==> src/rtl/full_register_slice_pkg.sv <==
// Shared definitions for the full register slice: state encodings, which double as
// occupancy counts, and a small helper for the upstream-ready decision.
package full_register_slice_pkg;

    localparam logic [1:0] ST_EMPTY = 2'd0;
    localparam logic [1:0] ST_BUSY  = 2'd1;
    localparam logic [1:0] ST_FULL  = 2'd2;

    // Upstream may push whenever the skid entry is free.
    function automatic logic st_accepts(input logic [1:0] st);
        return st != ST_FULL;
    endfunction

endpackage

==> src/rtl/full_register_slice_rv_data_reg.sv <==
// Enable-load payload register with asynchronous clear; used for both the output
// entry and the skid entry of the slice.
module full_register_slice_rv_data_reg #(
    parameter int WIDTH = 8
) (
    input  logic             i_clk,
    input  logic             i_rst,
    input  logic             i_en,
    input  logic [WIDTH-1:0] i_d,
    output logic [WIDTH-1:0] o_q
);

    logic [WIDTH-1:0] r_q;

    always_ff @(posedge i_clk or posedge i_rst) begin
        if (i_rst) begin
            r_q <= '0;
        end else if (i_en) begin
            r_q <= i_d;
        end
    end

    assign o_q = r_q;

endmodule

==> src/rtl/full_register_slice.sv <==
// Two-entry valid/ready skid slice: every output comes straight from a flop, so both the
// forward (valid/data) and backward (ready) paths are cut while sustaining one beat per cycle.
module full_register_slice
    import full_register_slice_pkg::*;
#(
    parameter int DATA_WIDTH = 8
) (
    input  logic                  clk,
    input  logic                  reset,
    input  logic                  valid_in,
    input  logic [DATA_WIDTH-1:0] data_in,
    output logic                  ready_out,
    output logic                  valid_out,
    output logic [DATA_WIDTH-1:0] data_out,
    input  logic                  ready_in,
    output logic [1:0]            occupancy
);

    logic [1:0]            r_state;
    logic                  r_valid;
    logic                  r_ready;
    logic [1:0]            w_state_nxt;
    logic                  w_up_xfer;
    logic                  w_dn_xfer;
    logic                  w_out_load;
    logic                  w_skid_load;
    logic                  w_out_sel_skid;
    logic [DATA_WIDTH-1:0] w_out_d;
    logic [DATA_WIDTH-1:0] w_skid_q;

    assign w_up_xfer = valid_in & r_ready;
    assign w_dn_xfer = r_valid & ready_in;

    always_comb begin
        w_state_nxt    = r_state;
        w_out_load     = 1'b0;
        w_skid_load    = 1'b0;
        w_out_sel_skid = 1'b0;
        case (r_state)
            ST_EMPTY: begin
                if (w_up_xfer) begin
                    w_state_nxt = ST_BUSY;
                    w_out_load  = 1'b1;
                end
            end
            ST_BUSY: begin
                if (w_up_xfer && w_dn_xfer) begin
                    w_out_load = 1'b1;
                end else if (w_up_xfer) begin
                    // Downstream stalled: park the new beat behind the presented one.
                    w_state_nxt = ST_FULL;
                    w_skid_load = 1'b1;
                end else if (w_dn_xfer) begin
                    w_state_nxt = ST_EMPTY;
                end
            end
            ST_FULL: begin
                if (ready_in) begin
                    w_state_nxt    = ST_BUSY;
                    w_out_load     = 1'b1;
                    w_out_sel_skid = 1'b1;
                end
            end
            default: begin
                w_state_nxt = ST_EMPTY;
            end
        endcase
    end

    assign w_out_d = w_out_sel_skid ? w_skid_q : data_in;

    // ready_out stays low through reset and rises on the first edge after release.
    always_ff @(posedge clk or posedge reset) begin
        if (reset) begin
            r_state <= ST_EMPTY;
            r_valid <= 1'b0;
            r_ready <= 1'b0;
        end else begin
            r_state <= w_state_nxt;
            r_valid <= (w_state_nxt != ST_EMPTY);
            r_ready <= st_accepts(w_state_nxt);
        end
    end

    full_register_slice_rv_data_reg #(.WIDTH(DATA_WIDTH)) u_out_reg (
        .i_clk (clk),
        .i_rst (reset),
        .i_en  (w_out_load),
        .i_d   (w_out_d),
        .o_q   (data_out)
    );

    full_register_slice_rv_data_reg #(.WIDTH(DATA_WIDTH)) u_skid_reg (
        .i_clk (clk),
        .i_rst (reset),
        .i_en  (w_skid_load),
        .i_d   (data_in),
        .o_q   (w_skid_q)
    );

    assign ready_out = r_ready;
    assign valid_out = r_valid;
    assign occupancy = r_state;

endmodule

==> config.mk <==
export PLATFORM = sky130hd
export DESIGN_NAME = full_register_slice
export DESIGN_NICKNAME = d
export VERILOG_FILES = /design/src/rtl/full_register_slice_pkg.sv /design/src/rtl/full_register_slice_rv_data_reg.sv /design/src/rtl/full_register_slice.sv
export SDC_FILE = /design/constraint.sdc
export NUM_CORES = 1
export LEC_CHECK = 0
export BUFFER_PORTS_ARGS = -buffer_cell sky130_fd_sc_hd__buf_2
export CORE_MARGIN = 2
export CORE_UTILIZATION = 50
export CTS_CLUSTER_DIAMETER = 80
export CTS_CLUSTER_SIZE = 25
export DETAILED_ROUTE_END_ITERATION = 16
export PLACE_DENSITY = 0.73
export SLEW_MARGIN = 15
export SYNTH_ARGS = -nofsm -noshare
export SYNTH_HDL_FRONTEND = slang
export SYNTH_SLANG_ARGS = --single-unit
==> constraint.sdc <==
create_clock -name clk -period 1.75 [get_ports clk]
set_input_delay 0.175 -clock clk [delete_from_list [all_inputs] [get_ports clk]]
set_output_delay 0.175 -clock clk [all_outputs]
set_load 0.1 [all_outputs]
**After elaboration in Yosys (flattened, before gate mapping)**

Cells that the tools add are included.
Widths: inputs -> output; s select.

- Output and inout port bits: 12
- Input port bits: 12
- Register bits: 20
- Logic and storage cells: 27

- Bitwise gates (word level): 2
- Equal/unequal tests: 3
- Reductions and logical operators: 3
- Mux-type cells: 14

Operators with widths:

| cell | count |
|---|---|
| $mux 2 | 5 |
| $mux 8 | 1 |
| $mux 1 | 6 |
| $pmux 2 s3 | 1 |
| $pmux 1 s3 | 1 |
| $and 1x1->1 | 2 |
| $eq 2x1->1 const B | 1 |
| $eq 2x2->1 const B | 1 |
| $logic_not 2->1 | 1 |
| $ne 2x2->1 const B | 1 |
| $reduce_bool 2->1 | 1 |
| $logic_and 1x1->1 | 1 |

**Longest topological paths before layout**

- Depth in word-level cells: 6
- Gate-level depth with buffers: 4
- Depth with buffers taken out: 3

**Cells and area by module**

Synthesis repeated with hierarchy kept, for this count alone.

- Cell total of the unflattened synthesis: 65
- Area total of the unflattened synthesis: 979.7 um2

By module, submodules not included:

| module | area each (um2) | cells each | seq. area each (um2) | instances |
|---|---|---|---|---|
| full_register_slice_rv_data_reg | 335.3 | 18 | 200.2 | 2 |
| full_register_slice | 309.0 | 29 | 100.1 | 1 |

**Least setup slack after synthesis**

No wires, ideal clock.

- Path kind: flip-flop to flip-flop
- From: reg r_valid, in the netlist valid_out
- To: reg u_out_reg.r_q[0], in the netlist u_out_reg.o_q[0]
- Required time: 1.625 ns
- Setup time: 0.125 ns
- Cell stages (with the launch flop): 4
- Arrival time: 1.940 ns
- Period minus slack after synthesis: 2.066 ns
- Buffers on the path: 0
- Path slack: -0.316 ns
- Path through: dfrtp_1 -> nand2_1 -> o211ai_4 -> mux2_2

- Longest elaborated chain between the ends: 4

Ends and longest elaborated chain:

| what | line | text |
|---|---|---|
| start, declared | full_register_slice.sv:20 | `logic r_valid;` |
| start signal, assigned | full_register_slice.sv:80 | `r_valid <= (w_state_nxt != ST_EMPTY);` |
| $and 1x1->1 | full_register_slice.sv:32 | `assign w_dn_xfer = r_valid & ready_in;` |
| $logic_and 1x1->1 | full_register_slice.sv:47 | `if (w_up_xfer && w_dn_xfer) begin` |
| $mux 1 | full_register_slice.sv:47 |  |
| $pmux 1 s3 | full_register_slice.sv:39 | `case (r_state)` |
| end signal, assigned | full_register_slice_rv_data_reg.sv:19 | `r_q <= i_d;` |
| end, declared | full_register_slice_rv_data_reg.sv:13 | `logic [WIDTH-1:0] r_q;` |

Every way passes these cells.
A chain may end at the register's enable or synchronous reset.

**Worst setup path after layout**

- From: reg r_state[0], in the netlist occupancy[0]
- To: reg u_out_reg.r_q[6], in the netlist u_out_reg.o_q[6]

- Longest elaborated chain between the ends: 3
- Elaborated cells between the ends (all ways): 6
- Those cells by class: eq/ne: 2; mux: 3; reduce/logical: 1

Ends and longest elaborated chain:

| what | line | text |
|---|---|---|
| start, declared | full_register_slice.sv:19 | `logic [1:0] r_state;` |
| start signal, assigned | full_register_slice.sv:79 | `r_state <= w_state_nxt;` |
| $eq 2x2->1 | full_register_slice.sv:39 |  |
| $mux 1 | full_register_slice.sv:39 |  |
| $mux 8 | full_register_slice.sv:70 | `assign w_out_d = w_out_sel_skid ? w_skid_q : data_in;` |

Parallel ways exist; a longest one is shown, timed or not.

==> run_results.csv <==
group,metric,value,unit
status,outcome,"finished, final reports clean",
setup_path,criticalPathCategory,"flip-flop to flip-flop",
yosys,synth_area_per_cell,15.01,µm²
place,dp_hpwl,1152,µm
clocking,cts_num_sinks,20,
hold_path,hold_start,"data_in[6]",
grt,antenna_found_initial,0,
yosys,yosys.cell_types.count,16,
cells_and_area,diodes,0,
yosys,yosysSeqAreaShare,55.56,%
setup_path,r2r-start,"occupancy[0]",
clocking,cts_buffers,3,
routing,ant_nets,0,
setup_path,critical-path-max-stage-delay,0.44,ns
place,port_buffers,23,
setup_path,arrival,1.70,ns
timing,final.setup.tns,0,ns
timing,slew_headroom,67.71,%
place,routabilityCongestion,0.8232,
yosys,synthCells,60,
clocking,cts_tree,"built",
hold_path,worst_hold_path.endpoint,"u_skid_reg.o_q[6]",
setup_path,path_buf_inv,1,
die,initial_core_util,52.75,%
die,core,1708,µm²
clocking,cts_root_buf,"clkbuf_4",
yosys,netlist_area,900.9,µm²
timing,worst_pin_slew,0.4877,ns
clocking,cts_resized,0,
routing,vias_per_cell,5.087,
setup_path,crit_slowest_cell,"dfrtp_2",
grt,grt_max_degree,21,
cells_and_area,filler_cell_count,134,
timing,clock_skew,0.003099,ns
hold_path,hold_depth,2,
die,std_cell_rows,15,
die,die_w,46.45,µm
cells_and_area,fin_nets,103,
die,design.die.area,2157,µm²
timing,fmax,662.4,MHz
routing,drt-initial-drc-count,3,
setup_path,critPathTopFamily,"multiplexers",
grt,grt_pass1_vias,544,
clocking,clockBufferDepth,2,
timing,hold_viol,0,
setup_path,worst_setup_path_end_kind,"flip-flop",
grt,grt_pass1_wl,2470,µm
grt,grt_use_total,17.11,%
routing,drc,0,
cells_and_area,final_common_cell,"mux2_2",
setup_path,crit_path_frequent_cell,"mux2_2",
routing,wl_per_cell,13.01,µm
die,die-height,46.45,µm
die,pin_count,24,
cells_and_area,area_delta_synth_final,23.19,%
setup_path,rrSetupSlack,0.24,ns
timing,min_period,1.510,ns
clocking,clk_latency,0.29,ns
timing,grt_setup_unrepaired,"false",
setup_path,cp-start-kind,"flip-flop",
grt,grt_remaining_overflow,0,
setup_path,crit_path_cell_trace,"nand3b_1 > buf_4 > mux2_2 > mux2_2",
cells_and_area,drive_gt1_share,67.78,%
setup_path,ff2ff_path_depth,4,
yosys,mappedNetlistNets,72,
timing,slew_viol_final,0,
flow_run,max_cap_violations,0,
yosys,yosys_warnings,0,
routing,route.vias.total,585,
yosys,ys_ff_latch,20,
routing,first_pass_iters,3,
cells_and_area,layout_common_cells,"mux2_2, buf_2, dfrtp_1, dfrtp_2",
setup_path,worst-path-max-fanout,5,
hold_path,hold_class,"input port to flip-flop",
timing,setup_viol,0,
timing,finalCritPeriodShare,86.27,%
setup_path,cp.required,1.94,ns
routing,routed_wl,1496,µm
setup_path,rr_endpoint,"u_out_reg.o_q[6]",
clocking,path_clk_slew,0.10,ns
clocking,cts-htree-levels,1,
==> layout make-up <==
type	instances	area, µm²	area share, %
Sequential cell	20	505.5	45.55
Inverter	1	3.754	0.3382
Clock buffer	4	36.28	3.269
Multi-Input combinational cell	38	385.4	34.72
Timing Repair Buffer	27	147.6	13.30
Tap cell	25	31.28	2.819
==> state kept, by name, summed over array words and instances (netlist names) <==
register        cells
u_out_reg.o_q       8
occupancy           2
valid_out           1
u_skid_reg.o_q      8
ready_out           1
==> worst max-delay path by stage <==
stage                            start           endpoint  slack, ns  cells after the start
after global routing      occupancy[1]  u_skid_reg.o_q[1]       0.15                      3
after floorplan              valid_out   u_out_reg.o_q[0]       0.01                      3
after detailed placement  occupancy[1]   u_out_reg.o_q[7]       0.23                      3
after global placement    occupancy[1]   u_out_reg.o_q[6]       0.25                      3
after CTS                 occupancy[1]   u_out_reg.o_q[7]       0.21                      3
final                     occupancy[0]   u_out_reg.o_q[6]       0.24                      4
==> worst reg2reg max path, stage by stage (launching register included) <==
cell,delay (ns)
dfrtp_2,0.44
nand3b_1,0.24
buf_4,0.20
mux2_2,0.27
mux2_2,0.26
==> kinds of logic (layout without fill, tap and decap cells) <==
| group | Yosys count | after routing | synth area share [%] |
|---|---|---|---|
| buffers and inverters | 2 | 32 | 1.666 |
| DFF | 20 | 20 | 55.56 |
| and+or+nand+nor | 9 | 9 | 7.083 |
| AOI/OAI and AO/OA | 5 | 5 | 5.695 |
| muxes | 24 | 24 | 30.00 |
==> through the flow <==
stage | utilization [%] | hold slack, ns | cells | setup WS [ns] | area [µm²]
final | 64.98 | 0.1184 | 115 | 0.2402 | 1110
after global routing | 64.98 | 0.1092 | 115 | 0.1453 | 1110
after CTS | 64.98 | 0.1083 | 115 | 0.2123 | 1110
after detailed placement | 62.27 | 0.2095 | 110 | 0.2335 | 1064
after global placement | 62.27 | 0.2109 | 110 | 0.2543 | 1064
after floorplan | - | 0.1386 | 60 | 0.01272 | 905.9
==> per-layer routing <==
layer  share of wire (%)  routed length [µm]  vias up  GRT usage [%]
li1                    -                   -      279              -
met1                  45                 671      287          23.53
met2                  48                 719       15          24.72
met3                 4.1                  61        4          2.353
met4                 2.9                  43        0          12.00
met5                   0                   0        -              0
==> cells in the mapped netlist, drive strengths merged <==
cell type | count | area, µm²
nand4bb | 1 | 11.26
inv | 1 | 3.750
a211o | 1 | 8.760
buf | 1 | 11.26
nor2 | 1 | 3.750
nand3b | 2 | 15.01
o21a | 1 | 7.510
dfrtp | 20 | 500.5
nand2 | 2 | 7.510
mux2 | 24 | 270.3
a31o | 1 | 8.760
o21ai | 1 | 5.000
and2b | 1 | 7.510
nand4 | 1 | 12.51
nand2b | 1 | 6.260
o211ai | 1 | 21.27
==> what timing repair did <==
| action | CTS | global route |
|---|---|---|
| hold buffers | 1 | 0 |
| endpoints found under the hold margin | 20 | 0 |
| setup buffers | 0 | 0 |
Power is left out: the tool's default activity adds up to more than one toggle a clock period on the data nets, which glitch-free logic cannot reach.
